**src/rtl/axi_req_arbiter_pkg.sv**
```systemverilog
// Shared types for the two-port request arbiter
// in front of the simple AXI4-lite manager port.
package axi_req_arbiter_pkg;

    localparam int DEFAULT_AXI_ADDR_WIDTH = 32;

    typedef enum logic [1:0] {
        IDLE,
        ISSUE,
        WAIT,
        RESP
    } arb_state_t;

    // Latched command of the granted requester
    typedef struct packed {
        logic                              rd;
        logic                              wr;
        logic [DEFAULT_AXI_ADDR_WIDTH-1:0] addr;
        logic [31:0]                       data;
        logic [3:0]                        strobe;
        logic                              port;
    } arb_cmd_t;

endpackage

```
**src/rtl/axi_req_arbiter_rr.sv**
```systemverilog
// Two-way grant: combinational winner select with
// a registered record of the last port served.
module rr_arbiter2 #(
    parameter bit FIXED_PRIORITY = 1'b0
) (
    input  logic       clk,
    input  logic       rst,
    input  logic [1:0] req,
    input  logic       upd,
    input  logic       upd_port,
    output logic       gnt_valid,
    output logic       gnt_port
);

    logic rr_last_q, rr_last_d;

    // Pick the winner; on a tie the port not served last wins
    always_comb begin
        gnt_valid = |req;
        gnt_port  = 1'b0;
        rr_last_d = upd ? upd_port : rr_last_q;
        if (req == 2'b11) begin
            gnt_port = FIXED_PRIORITY ? 1'b0 : ~rr_last_q;
        end else begin
            gnt_port = req[1];
        end
    end

    // Last-served register; port 0 wins the first tie
    always_ff @(posedge clk) begin
        if (rst) begin
            rr_last_q <= 1'b1;
        end else begin
            rr_last_q <= rr_last_d;
        end
    end

endmodule

```
**src/rtl/axi_req_arbiter.sv**
```systemverilog
// Shares one simple manager port between the core data
// bus (port 0) and the debug/DMA master (port 1).
module axi_req_arbiter
    import axi_req_arbiter_pkg::*;
#(
    parameter int ADDR_WIDTH     = DEFAULT_AXI_ADDR_WIDTH,
    parameter bit FIXED_PRIORITY = 1'b0
) (
    input  logic                  clk,
    input  logic                  rst,
    input  logic                  s0_rd_en,
    input  logic                  s0_wr_en,
    input  logic [ADDR_WIDTH-1:0] s0_addr,
    input  logic [31:0]           s0_wr_data,
    input  logic [3:0]            s0_wr_strobe,
    output logic [31:0]           s0_rd_data,
    output logic                  s0_access_fault,
    output logic                  s0_busy,
    output logic                  s0_done,
    input  logic                  s1_rd_en,
    input  logic                  s1_wr_en,
    input  logic [ADDR_WIDTH-1:0] s1_addr,
    input  logic [31:0]           s1_wr_data,
    input  logic [3:0]            s1_wr_strobe,
    output logic [31:0]           s1_rd_data,
    output logic                  s1_access_fault,
    output logic                  s1_busy,
    output logic                  s1_done,
    output logic                  m_rd_en,
    output logic                  m_wr_en,
    output logic [ADDR_WIDTH-1:0] m_addr,
    output logic [31:0]           m_wr_data,
    output logic [3:0]            m_wr_strobe,
    input  logic [31:0]           m_rd_data,
    input  logic                  m_access_fault,
    input  logic                  m_busy
);

    arb_state_t  state_q, state_d;
    arb_cmd_t    cmd_q, cmd_d;
    logic [31:0] rdata_q, rdata_d;
    logic        fault_q, fault_d;
    logic        prev_busy_q, prev_busy_d;
    logic        seen_busy_q, seen_busy_d;
    logic        waited_q, waited_d;
    logic [1:0]  req;
    logic        gnt_valid, gnt_port;
    logic        rr_upd, issue, resp, m_done;

    assign req = {s1_rd_en | s1_wr_en, s0_rd_en | s0_wr_en};

    rr_arbiter2 #(
        .FIXED_PRIORITY(FIXED_PRIORITY)
    ) u_rr (
        .clk      (clk),
        .rst      (rst),
        .req      (req),
        .upd      (rr_upd),
        .upd_port (cmd_q.port),
        .gnt_valid(gnt_valid),
        .gnt_port (gnt_port)
    );

    // Completion: busy falling edge, or a manager that
    // never raised busy within two cycles of the issue
    assign m_done = (prev_busy_q & ~m_busy)
                  | (waited_q & ~seen_busy_q & ~m_busy);

    // State and datapath registers
    always_ff @(posedge clk) begin
        if (rst) begin
            state_q     <= IDLE;
            cmd_q       <= '0;
            rdata_q     <= '0;
            fault_q     <= 1'b0;
            prev_busy_q <= 1'b0;
            seen_busy_q <= 1'b0;
            waited_q    <= 1'b0;
        end else begin
            state_q     <= state_d;
            cmd_q       <= cmd_d;
            rdata_q     <= rdata_d;
            fault_q     <= fault_d;
            prev_busy_q <= prev_busy_d;
            seen_busy_q <= seen_busy_d;
            waited_q    <= waited_d;
        end
    end

    // Next state, command latch and response capture
    always_comb begin
        state_d     = state_q;
        cmd_d       = cmd_q;
        rdata_d     = rdata_q;
        fault_d     = fault_q;
        prev_busy_d = m_busy;
        seen_busy_d = seen_busy_q;
        waited_d    = waited_q;
        unique case (state_q)
            IDLE: begin
                if (gnt_valid) begin
                    cmd_d.port = gnt_port;
                    if (gnt_port) begin
                        cmd_d.rd     = s1_rd_en;
                        cmd_d.wr     = s1_wr_en;
                        cmd_d.addr   = DEFAULT_AXI_ADDR_WIDTH'(s1_addr);
                        cmd_d.data   = s1_wr_data;
                        cmd_d.strobe = s1_wr_strobe;
                    end else begin
                        cmd_d.rd     = s0_rd_en;
                        cmd_d.wr     = s0_wr_en;
                        cmd_d.addr   = DEFAULT_AXI_ADDR_WIDTH'(s0_addr);
                        cmd_d.data   = s0_wr_data;
                        cmd_d.strobe = s0_wr_strobe;
                    end
                    rdata_d = '0;
                    fault_d = cmd_d.rd & cmd_d.wr;
                    state_d = fault_d ? RESP : ISSUE;
                end
            end
            ISSUE: begin
                if (!m_busy) begin
                    seen_busy_d = 1'b0;
                    waited_d    = 1'b0;
                    state_d     = WAIT;
                end
            end
            WAIT: begin
                seen_busy_d = seen_busy_q | m_busy;
                waited_d    = 1'b1;
                if (m_done) begin
                    rdata_d = cmd_q.rd ? m_rd_data : '0;
                    fault_d = m_access_fault;
                    state_d = RESP;
                end
            end
            RESP: begin
                state_d = IDLE;
            end
            default: begin
                state_d = IDLE;
            end
        endcase
    end

    // Manager request strobe and requester responses
    always_comb begin
        issue           = (state_q == ISSUE) & ~m_busy;
        resp            = (state_q == RESP);
        rr_upd          = resp;
        m_rd_en         = issue & cmd_q.rd;
        m_wr_en         = issue & cmd_q.wr;
        m_addr          = issue ? ADDR_WIDTH'(cmd_q.addr) : '0;
        m_wr_data       = issue ? cmd_q.data : '0;
        m_wr_strobe     = issue ? cmd_q.strobe : '0;
        s0_done         = resp & ~cmd_q.port;
        s1_done         = resp & cmd_q.port;
        s0_rd_data      = s0_done ? rdata_q : '0;
        s1_rd_data      = s1_done ? rdata_q : '0;
        s0_access_fault = s0_done & fault_q;
        s1_access_fault = s1_done & fault_q;
        s0_busy         = req[0] & ~s0_done;
        s1_busy         = req[1] & ~s1_done;
    end

endmodule

```
**config.mk**
```make
export PLATFORM = sky130hd
export DESIGN_NAME = axi_req_arbiter
export DESIGN_NICKNAME = d
export VERILOG_FILES = /design/src/rtl/axi_req_arbiter_pkg.sv /design/src/rtl/axi_req_arbiter_rr.sv /design/src/rtl/axi_req_arbiter.sv
export SDC_FILE = /design/constraint.sdc
export NUM_CORES = 1
export LEC_CHECK = 0
export CORE_MARGIN = 4
export CORE_UTILIZATION = 40
export DETAILED_ROUTE_END_ITERATION = 8
export HOLD_SLACK_MARGIN = 0.1
export PLACE_DENSITY = 0.81
export SYNTH_ARGS = -nofsm -noshare
export SYNTH_HDL_FRONTEND = slang
export SYNTH_SLANG_ARGS = --single-unit
```
**constraint.sdc**
```tcl
create_clock -name clk -period 2.9 [get_ports clk]
set_clock_uncertainty 0.2 [all_clocks]
set_input_delay 0.87 -clock clk [delete_from_list [all_inputs] [get_ports clk]]
set_output_delay 0.87 -clock clk [all_outputs]
set_load 0.01 [all_outputs]
```
==> results by group, run 1 <==
Timing
  – Fin crit share: 1.007
  – Setup violations, final: 2
  – Slew @ Worst Pin: 0.3772 ns
  – Minimum clock period after layout: 2.919 ns
  – Headroom to the max-slew limit: 0.7463
  – Post-route worst setup slack: -0.01940 ns
  – Fmax: 0.3425 GHz
  – Fin. Hold Viols: 0
  – Unrepaired setup endpoints after global routing: true
  – Fin. max-slew vios: 0

Global routing
  – Top Usage Layer GRT: met2
  – Initial antenna violation count: 1
  – GR Util met1: 0.2825
  – First-pass GRT wire length: roughly 31000 um
  – GR Layer Usage met3: 0.08136
  – Largest net degree at the start of global routing: 66
  – GRT met2 Usage: 0.4098
  – Gr usage total: 0.2422
  – Grt total ovfl: 0
  – Vias in the first global route: 5888

Floorplan
  – Die height: around 130 um
  – Top Ports: 316
  – Core area: 14040 um2
  – Row cnt: 43
  – Die W: 128.6 um
  – Die Area: 16550 um2
  – Initial core utilization: 0.4146

Yosys
  – Top FF cell, synth: dfxtp_1
  – Register bit total from synthesis: 110
  – FFs w/ async S/R, synth: 0
  – Cells after Synth: roughly 680
  – Register area share after synthesis: 0.3783
  – Yosys top cell by area: dfxtp_1
  – Post-synthesis cell area: 5822 um2
  – Avg Cell Area, Syn: 8.511 um2
  – Count leader, synth: dfxtp_1
  – Post-synth EDFFs: 0
  – Synthesized Nets: 865
  – Leading post-synthesis cells by cell area: dfxtp_1 38%, mux2i_1 12%, and2_1 11%
  – Cell variety after synth: 38
  – Post-synth top cells: 110 x dfxtp_1, 105 x and2_1, 80 x nor2_1
  – Synth top area share: 0.3783
  – Synthesis Warnings: 0

Run status
  – Status: complete, but fails checks
  – Violated checks: setup timing

Critical path
  – CP required: 1.83 ns
  – Critical path startpoint category: input port
  – Endpoint class of the critical path: primary output
  – CP arrival: about 1.9 ns
  – Maximum fanout along the worst path: 8
  – WS Path Type: input port to primary output

Routing
  – Vias: 6091
  – DRC viols: 0
  – DR pass1 iterations: 4
  – Final WL: 21770 um
  – DRT iter0 DRCs: between 200 and 300
  – Routed Antenna Nets: 0
  – Vias per inst: 5.153
  – Routed length per instance: approximately 18 um

CTS
  – Clk root buf: clkbuf_16
  – Max clock buf depth: 2
  – Hold-fix buffers, CTS: 0
  – Total CTS buffers: 9
  – Clk slew on worst S/H paths: 0.07 ns
  – CTS sink cnt: 110
  – Clk Latency, worst-skew pair: approximately 0.34 ns
  – CTS tree: done
  – H-tree depth: 3

Power
  – Power density cells: ~640 nW/um2
  – LEAKAGE: 4.884 nW
  – Total Power: 6.196 mW
  – Max VDD drop: 0.3779 mV

Placed design
  – I/O Buffers: 315
  – Half-perimeter wire length after placement: 15390 um
  – Place WS: -0.6838 ns
  – Gpl congestion: 0.8176

Run
  – Max Cap Viol: 0

Final layout
  – Antenna Cells: 0
  – Nets: ~1200
  – Layout cells sized above 1: 0.1737
  – Syn-to-layout area delta: 65.96%

Min path
  – Hold WC Path Type: flop to flop
layer usage:
| layer | vias up | routed length [um] |
|---|---|---|
| met5 | - | 0 |
| met3 | 33 | 2117 |
| met2 | 269 | 10610 |
| li1 | 2999 | - |
| met4 | 0 | 513 |
| met1 | 2790 | 8528 |
final timing paths:
path,startpoint,endpoint,slack (ns),cells past startpoint
worst max-delay path,m_busy,m_addr[6],-0.02,8
worst min-delay path,cmd_q[69],cmd_q[69],0.26,2
worst min register to register,cmd_q[69],cmd_q[69],0.26,2
worst max register to register,state_q[1],rdata_q[10],0.68,7
flip-flops by register name, indices dropped and copies added, names as in the netlist:
name and flops:
u_rr.rr_last_q 1, rdata_q 32, state_q 2, seen_busy_q 1, prev_busy_q 1, fault_q 1
cmd_q 71, waited_q 1
critical path, stage by stage:
cell and delay [ns]:
buf_2 0.12, nor2b_4 0.14, buf_4 0.13, buf_12 0.11, buf_16 0.12, buf_4 0.11, and2_1 0.13, buf_6 0.11
final cells by class:
class / instances / area (um2)
Inverter: 8 / 30.03
Timing Repair Buffer: 366 / 3593
Clock buffer: 12 / 256.5
Tap cell: 180 / 225.2
Fill cell: 1162 / 4380
Multi-Input combinational cell: 502 / 3304
Sequential cell: 110 / 2207
Clock inverter: 4 / 45.04
power breakdown:
group	switching, mW	internal [mW]	total [mW]	leakage [nW]
Sequential	0.276	1.96	2.23	0.907
Combinational	1.38	1.33	2.70	3.82
Clock	0.543	0.714	1.26	0.152
per-stage QoR:
stage	utilization	instances	hold slack, ns	setup TNS [ns]	area (um2)
floorplan	-	684	0.2273	0	5822
finish	0.6881	1182	0.2556	-0.02941	9662
CTS	0.6855	1178	0.2567	-0.2405	9625
global placement	0.6602	1147	0.2495	-41.91	9270
global route	0.6881	1182	0.3000	-0.9088	9662
detailed placement	0.6602	1147	0.2452	-42.43	9270
kinds of logic after synthesis:
| group | count (synthesis) | share of synthesized area |
|---|---|---|
| mux | 68 | 0.1169 |
| buf+inv | 72 | 0.06533 |
| simple gates | 305 | 0.2826 |
| fa+ha+maj | 5 | 0.01075 |
| flops | 110 | 0.3783 |
| compound gates | 124 | 0.1461 |
timing repair:
| action | 4_1_cts | 5_1_grt |
|---|---|---|
| cloned | 7 | 4 |
| setup endpoints to repair | 140 | 104 |
| pin swaps | 1 | 1 |
| resized for setup | 306 | 88 |
| setup buffers | 8 | 3 |
placed cells by master (no fill, tap or decap), types with 26 or more instances in the layout:
cell and instances:
dlygate4sd2_1 26, a211oi_1 69, and3_1 33, mux2i_1 68
nor2_1 76, nand3_1 33, clkbuf_2 29, dfxtp_1 108
buf_2 41, nand2b_1 35, and2_1 94, clkdlybuf4s50_1 180
(Power assumes the default switching activity.)
==> run 2: changes to the inputs <==
Settings changed: CELL_PAD_IN_SITES_DETAIL_PLACEMENT set to 1, CELL_PAD_IN_SITES_GLOBAL_PLACEMENT set to 1, CORE_UTILIZATION 40 to 28, GPL_TIMING_DRIVEN set to 0.
==> run 2 against run 1 <==
  * The run now ends clean
  * Via count up 2.7%
  * Highest routed layer is now met5
  * Fmax increased by 2.3%
  * Combinational power up 3%
  * Utilization fell by 20 points
  * Setup slack better by 0.066 ns
  * Sequential power fell by 2%
  * First-iteration DRC count decreased by 18%
  * Largest cell class unchanged
  * Sequential cell count did not move
==> results by group, run 2 (same netlist as run 1, synthesis figures left out) <==
Final layout
  – Biggest regs: cmd_q (71), rdata_q (32), state_q (2)
  – Max reg flops: 71 (unchanged)
  – Antenna Cells: 0 (unchanged)
  – Most frequent cells in the layout: 184 x clkdlybuf4s50_1, 107 x dfxtp_1, 88 x and2_1, 78 x nor2_1, 69 x a211oi_1
  – Largest register by flop count: cmd_q
  – Most common cell after layout, fill and taps aside: clkdlybuf4s50_1
  – # fillers: 2361 (+100%)
  – Layout cells sized above 1: 0.1819 (+0.008254)
  – Nets: 1205 (+2.3%)
  – Syn-to-layout area delta: 70.26%
  – Final cell count without fillers: 1298 (+9.8%)
  – Post-Layout Inst Area: 9912 um2 (+2.6%)

Routing
  – Final WL: 24720 um (+14%)
  – DRC viols: 0 (unchanged)
  – Routed length per instance: 19.05 um (+3.4%)
  – Routed Antenna Nets: 0 (unchanged)
  – Vias: 6256 (+2.7%)
  – DR pass1 iterations: 5 (+1)
  – DRT iter0 DRCs: 233 (-18%)
  – Vias per inst: 4.820 (-6.5%)

Floorplan
  – Die height: 152.2 um (+18%)
  – Core area: 20360 um2 (+45%)
  – Row cnt: 52 (+21%)
  – Top Ports: 316 (unchanged)
  – Die W: 152.2 um (+18%)
  – Initial core utilization: 0.2859 (-0.1287)
  – Die Area: 23160 um2 (+40%)

Timing
  – Setup violations, final: 0 (-2)
  – Fmax: 0.3504 GHz (+2.3%)
  – Fin crit share: 0.9841 (-0.02262)
  – Fin. max-slew vios: 0 (unchanged)
  – Unrepaired setup endpoints after global routing: true
  – Min Hold Slack: 0.2773 ns (+0.02171 ns)
  – Fin. Hold Viols: 0 (unchanged)
  – Headroom to the max-slew limit: 0.5394 (-0.2069)
  – Minimum clock period after layout: 2.854 ns (-0.06560 ns)
  – Post-route worst setup slack: 0.04619 ns (+0.06560 ns)
  – Slew @ Worst Pin: 0.6909 ns (+0.3137 ns)

CTS
  – Hold-fix buffers, CTS: 0 (unchanged)
  – H-tree depth: 3 (unchanged)
  – Max clock buf depth: 2 (unchanged)
  – CTS tree: done
  – Clk slew on worst S/H paths: 0.07 ns (about the same)
  – Clk Latency, worst-skew pair: 0.35 ns (about the same)
  – Total CTS buffers: 9 (unchanged)
  – Clk root buf: clkbuf_16
  – CTS sink cnt: 110 (unchanged)

Global routing
  – Initial antenna violation count: 1 (unchanged)
  – Vias in the first global route: 6578 (+12%)
  – Grt total ovfl: 0 (unchanged)
  – First-pass GRT wire length: 37660 um (+20%)
  – Largest net degree at the start of global routing: 18 (-73%)
  – Gr usage total: 0.2042 (-0.03805)

Critical path
  – Critical path startpoint category: flop
  – Stages on worst setup path: 8 (unchanged)
  – Reg2reg setup slack: 0.25 ns (-0.43 ns)
  – Crit-path cells: buf_6, ha_4, nor2b_4, buf_8, buf_8, buf_8, and2_1, buf_2
  – Endpoint class of the critical path: primary output
  – CP arrival: 1.78 ns (-0.07 ns)
  – Maximum fanout along the worst path: 5 (-3)
  – Reg2Reg Depth: 7 (unchanged)
  – Top Family by Delay on Critical Path: buffers and inverters
  – Worst path bufs/invs: 5 (-1)
  – CP max stage delay: 0.36 ns (+0.22 ns)
  – CP dominant cell by count: buf_8
  – WS Path Type: flop to primary output
  – Slowest library cell on the worst path: dfxtp_4
  – CP required: 1.83 ns (about the same)

Power
  – Max VDD drop: 0.3266 mV (-14%)
  – LEAKAGE: 4.781 nW (-2.1%)
  – Power density cells: 637.4 nW/um2 (-0.62%)

Placed design
  – Half-perimeter wire length after placement: 19360 um (+26%)
  – Place WS: -1.400 ns (-0.7163 ns)
  – Gpl congestion: 0.7855 (-3.9%)
  – Cell Area, Placed: 9303 um2 (+0.35%)
  – Placed Cells: 1268 (+11%)
  – I/O Buffers: 314 (-0.32%)

Run status
  – Status: complete, no violations

Min path
  – Hold WC Path Type: flop to flop
  – Hold Path Cell Cnt: 2 (unchanged)

Run
  – Max Cap Viol: 0 (unchanged)
[run 2: cell types whose count changed in the layout (fill, tap and decap cells not counted), moves of 7 or more]
cell,change
buf_12,-13
buf_4,-12
buf_6,+22
buf_8,+7
clkbuf_1,+20
clkbuf_2,-16
clkdlybuf4s15_2,+14
dlygate4sd2_1,-9
[run 2: what timing repair did]
| item | 4_1_cts | 5_1_grt |
|---|---|---|
| cloned | 4 | 3 |
| endpoints found under the setup margin | 165 | 121 |
| resized for setup | 394 | 99 |
| buffers inserted | 9 | 2 |
| pin swaps | 6 | 10 |
[run 2: power breakdown]
part / switching [mW] / internal (mW)
Combinational: 1.51 / 1.28
Clock: 0.589 / 0.752
Sequential: 0.232 / 1.96
Total: 2.33 / 3.99
[run 2: path summary, 6_finish.rpt]
kind,start,to
min,cmd_q[69],cmd_q[69]
max reg2reg,state_q[0],cmd_q[3]
min reg2reg,cmd_q[69],cmd_q[69]
max,state_q[0],m_wr_data[3]
[run 2: per-layer routing]
layer,track usage,share of wire,vias up
li1,-,-,3037
met1,0.2344,0.41,2962
met2,0.3662,0.50,233
met3,0.06561,0.081,22
met4,0.05351,0.015,2
met5,0,0.00036,-
[run 2: metrics by stage]
step / util / power, mW / TNS (ns)
2_1_floorplan: - / 3.714 / 0
3_3_place_gp: 0.4568 / 4.702 / -133.21
3_5_place_dp: 0.4568 / 4.777 / -137.19
4_1_cts: 0.4807 / 6.284 / -0.6951
5_1_grt: 0.4867 / 6.774 / -0.1623
6_report: 0.4867 / 6.317 / 0
[run 2: area by class of cell]
cell class | instances | area, um2 | share of cell area
well taps | 270 | 337.8 | 0.03408
plain buffers | 62 | 486.7 | 0.04910
multi-input cells | 502 | 3324 | 0.3354
clock buffers | 9 | 225.2 | 0.02272
repair buffers | 331 | 3204 | 0.3233
flip-flops and latches | 110 | 2213 | 0.2233
inverters | 8 | 32.53 | 0.003282
clock inverters | 6 | 87.58 | 0.008836
[run 2: worst min-delay path: cells and delay by family (launching register included)]
| family | cells | cell delay, ns |
|---|---|---|
| flops | 1 | 0.32 |
| simple gates | 1 | 0.06 |
| compound gates | 1 | 0.05 |
==> run 3: changes to the inputs <==
Settings changed: CORE_MARGIN 4 to unset.
==> run 3 against run 2 <==
  * Sequential share of layout area grew 0.20 points
  * Via count up 0.88%
  * Setup slack gained 0.0012 ns
  * Largest cell class unchanged
  * Highest routed layer unchanged
==> results by group, run 3 (same netlist as run 1, synthesis figures left out) <==
Final layout
  – Antenna Cells: 0 (unchanged)
  – Final Util: 0.4840 (-0.002755)
  – Syn-to-layout area delta: 68.75%
  – Max reg flops: 71 (unchanged)
  – Most frequent cells in the layout: 172 x clkdlybuf4s50_1, 107 x dfxtp_1, 97 x and2_1, 78 x nor2_1, 75 x buf_2
  – Final cell count without fillers: 1311 (+1.0%)
  – Largest register by flop count: cmd_q
  – Post-Layout Inst Area: 9824 um2 (-0.88%)
  – Layout cells sized above 1: 0.1883 (+0.006374)
  – Biggest regs: cmd_q (71), rdata_q (32), state_q (2)
  – # fillers: 2416 (+2.3%)
  – Most common cell after layout, fill and taps aside: clkdlybuf4s50_1
  – Nets: 1218 (+1.1%)

Global routing
  – Largest net degree at the start of global routing: 19 (+1)
  – GR Util met1: 0.2521 (+0.01773)
  – GRT met2 Usage: 0.3955 (+0.02926)
  – GR Layer Usage met3: 0.06188 (-0.003731)
  – Grt total ovfl: 0 (unchanged)
  – Initial antenna violation count: 2 (+1)
  – Top Usage Layer GRT: met2
  – Vias in the first global route: 6624 (+0.70%)
  – First-pass GRT wire length: 36820 um (-2.2%)
  – Gr usage total: 0.2208 (+0.01660)

Run status
  – Status: complete, no violations

CTS
  – CTS tree: done
  – Clk slew on worst S/H paths: 0.08 ns (about the same)
  – CTS sink cnt: 110 (unchanged)
  – Max clock buf depth: 2 (unchanged)
  – Clk root buf: clkbuf_16
  – H-tree depth: 3 (unchanged)
  – Clk Latency, worst-skew pair: 0.35 ns (about the same)
  – Total CTS buffers: 9 (unchanged)

Critical path
  – Crit-path cells: ha_4, inv_4, nor2_4, buf_6, clkbuf_8, buf_4, and2_1, buf_2
  – CP arrival: 1.78 ns (about the same)
  – CP required: 1.83 ns (about the same)
  – WS Path Type: flop to primary output
  – Critical path startpoint category: flop
  – Maximum fanout along the worst path: 7 (+2)
  – Slowest library cell on the worst path: dfxtp_4
  – CP max stage delay: 0.39 ns (+0.03 ns)
  – Endpoint class of the critical path: primary output

Floorplan
  – Die W: 146.2 um (-3.9%)
  – Die Area: 21370 um2 (-7.7%)
  – Row cnt: 52 (unchanged)
  – Top Ports: 316 (unchanged)
  – Core area: 20300 um2 (-0.32%)
  – Initial core utilization: 0.2868 (+0.0009163)
  – Die height: 146.2 um (-3.9%)

Timing
  – Setup violations, final: 0 (unchanged)
  – Fin. max-slew vios: 0 (unchanged)
  – Fin. Hold Viols: 0 (unchanged)
  – Slew @ Worst Pin: 0.7373 ns (+0.04640 ns)
  – Headroom to the max-slew limit: 0.5084 (-0.03093)
  – Unrepaired setup endpoints after global routing: false
  – Min Hold Slack: 0.2744 ns (-0.002872 ns)
  – Minimum clock period after layout: 2.853 ns (-0.001227 ns)
  – Fin crit share: 0.9836 (about the same)
  – Fmax: 0.3506 GHz (about the same)

Routing
  – Vias per inst: 4.814 (-0.12%)
  – Routed Antenna Nets: 0 (unchanged)
  – DRT iter0 DRCs: 133 (-43%)
  – Routed length per instance: 18.14 um (-4.8%)
  – Final WL: 23780 um (-3.8%)
  – DR pass1 iterations: 4 (-1)
  – Vias: 6311 (+0.88%)
  – DRC viols: 0 (unchanged)

Placed design
  – Cell Area, Placed: 9303 um2 (unchanged)
  – Half-perimeter wire length after placement: 17620 um (-9.0%)
  – Placed Cells: 1268 (unchanged)
  – Gpl congestion: 0.7918 (+0.80%)
  – I/O Buffers: 314 (unchanged)

Min path
  – Hold WC Path Type: flop to flop

Power
  – Power density cells: 634.7 nW/um2 (-0.42%)
  – Max VDD drop: 0.3251 mV (-0.47%)
  – LEAKAGE: 4.973 nW (+4.0%)

Run
  – Max Cap Viol: 0 (unchanged)
[run 3: cell count changes in the layout (fill, tap and decap cells not counted), sizes merged, moves of 5 or more]
cell	previous run	this run
clkbuf	55	47
dlymetal6s2s	19	25
clkdlybuf4s15	22	14
buf	105	134
dlygate4sd2	17	22
clkdlybuf4s50	184	172
[run 3: worst paths after layout]
path              start             end  slack (ns)  cells after the start
max          state_q[0]  s0_rd_data[26]        0.05                      8
min           cmd_q[69]       cmd_q[69]        0.27                      2
max reg2reg  state_q[0]       cmd_q[12]        0.35                      7
min reg2reg   cmd_q[69]       cmd_q[69]        0.27                      2
[run 3: timing repair]
action	CTS	global route
gates resized for setup	453	62
gates cloned	6	2
endpoints found under the setup margin	150	119
endpoints found under the hold margin	0	0
pin swaps	3	2
hold buffers	0	0
setup buffers	23	4
[run 3: power breakdown]
part           internal (mW)  leakage [nW]  switching (mW)
registers               1.96         0.908           0.230
logic                   1.25          3.93            1.52
clock network          0.673         0.138           0.608
[run 3: worst max-delay path, delay by kind of cell (launching register included)]
kind	cells	cell delay (ns)
buffers and inverters	5	0.59
flip-flops	1	0.39
adder cells (fa/ha/maj)	1	0.20
AND/OR/NAND/NOR	2	0.26
[run 3: layout make-up]
class,instances,area [um2],area share
sequential,110,2213,0.2253
inverter,8,35.03,0.003566
multi-input combinational,503,3308,0.3367
clock buffer,9,225.2,0.02292
clock inverter,6,71.32,0.007259
timing repair buffer,344,3138,0.3194
buffer,61,495.5,0.05043
tap,270,337.8,0.03439
[run 3: metal layers]
| layer | vias up | part of all wire | wire, um |
|---|---|---|---|
| met2 | 238 | 0.51 | 12060 |
| met4 | 4 | 0.019 | 446 |
| met1 | 2984 | 0.40 | 9566 |
| li1 | 3058 | - | - |
| met3 | 27 | 0.070 | 1675 |
| met5 | - | 0.0010 | 24 |
[run 3: per-stage QoR]
| step | power [mW] | setup slack (ns) | setup TNS, ns |
|---|---|---|---|
| 6_report | 6.235 | 0.04742 | 0 |
| 5_1_grt | 6.661 | 0.0008676 | 0 |
| 4_1_cts | 6.280 | -0.09288 | -0.4766 |
| 3_5_place_dp | 4.777 | -1.592 | -137.29 |
| 3_3_place_gp | 4.696 | -1.573 | -133.91 |
| 2_1_floorplan | 3.714 | 0.2319 | 0 |
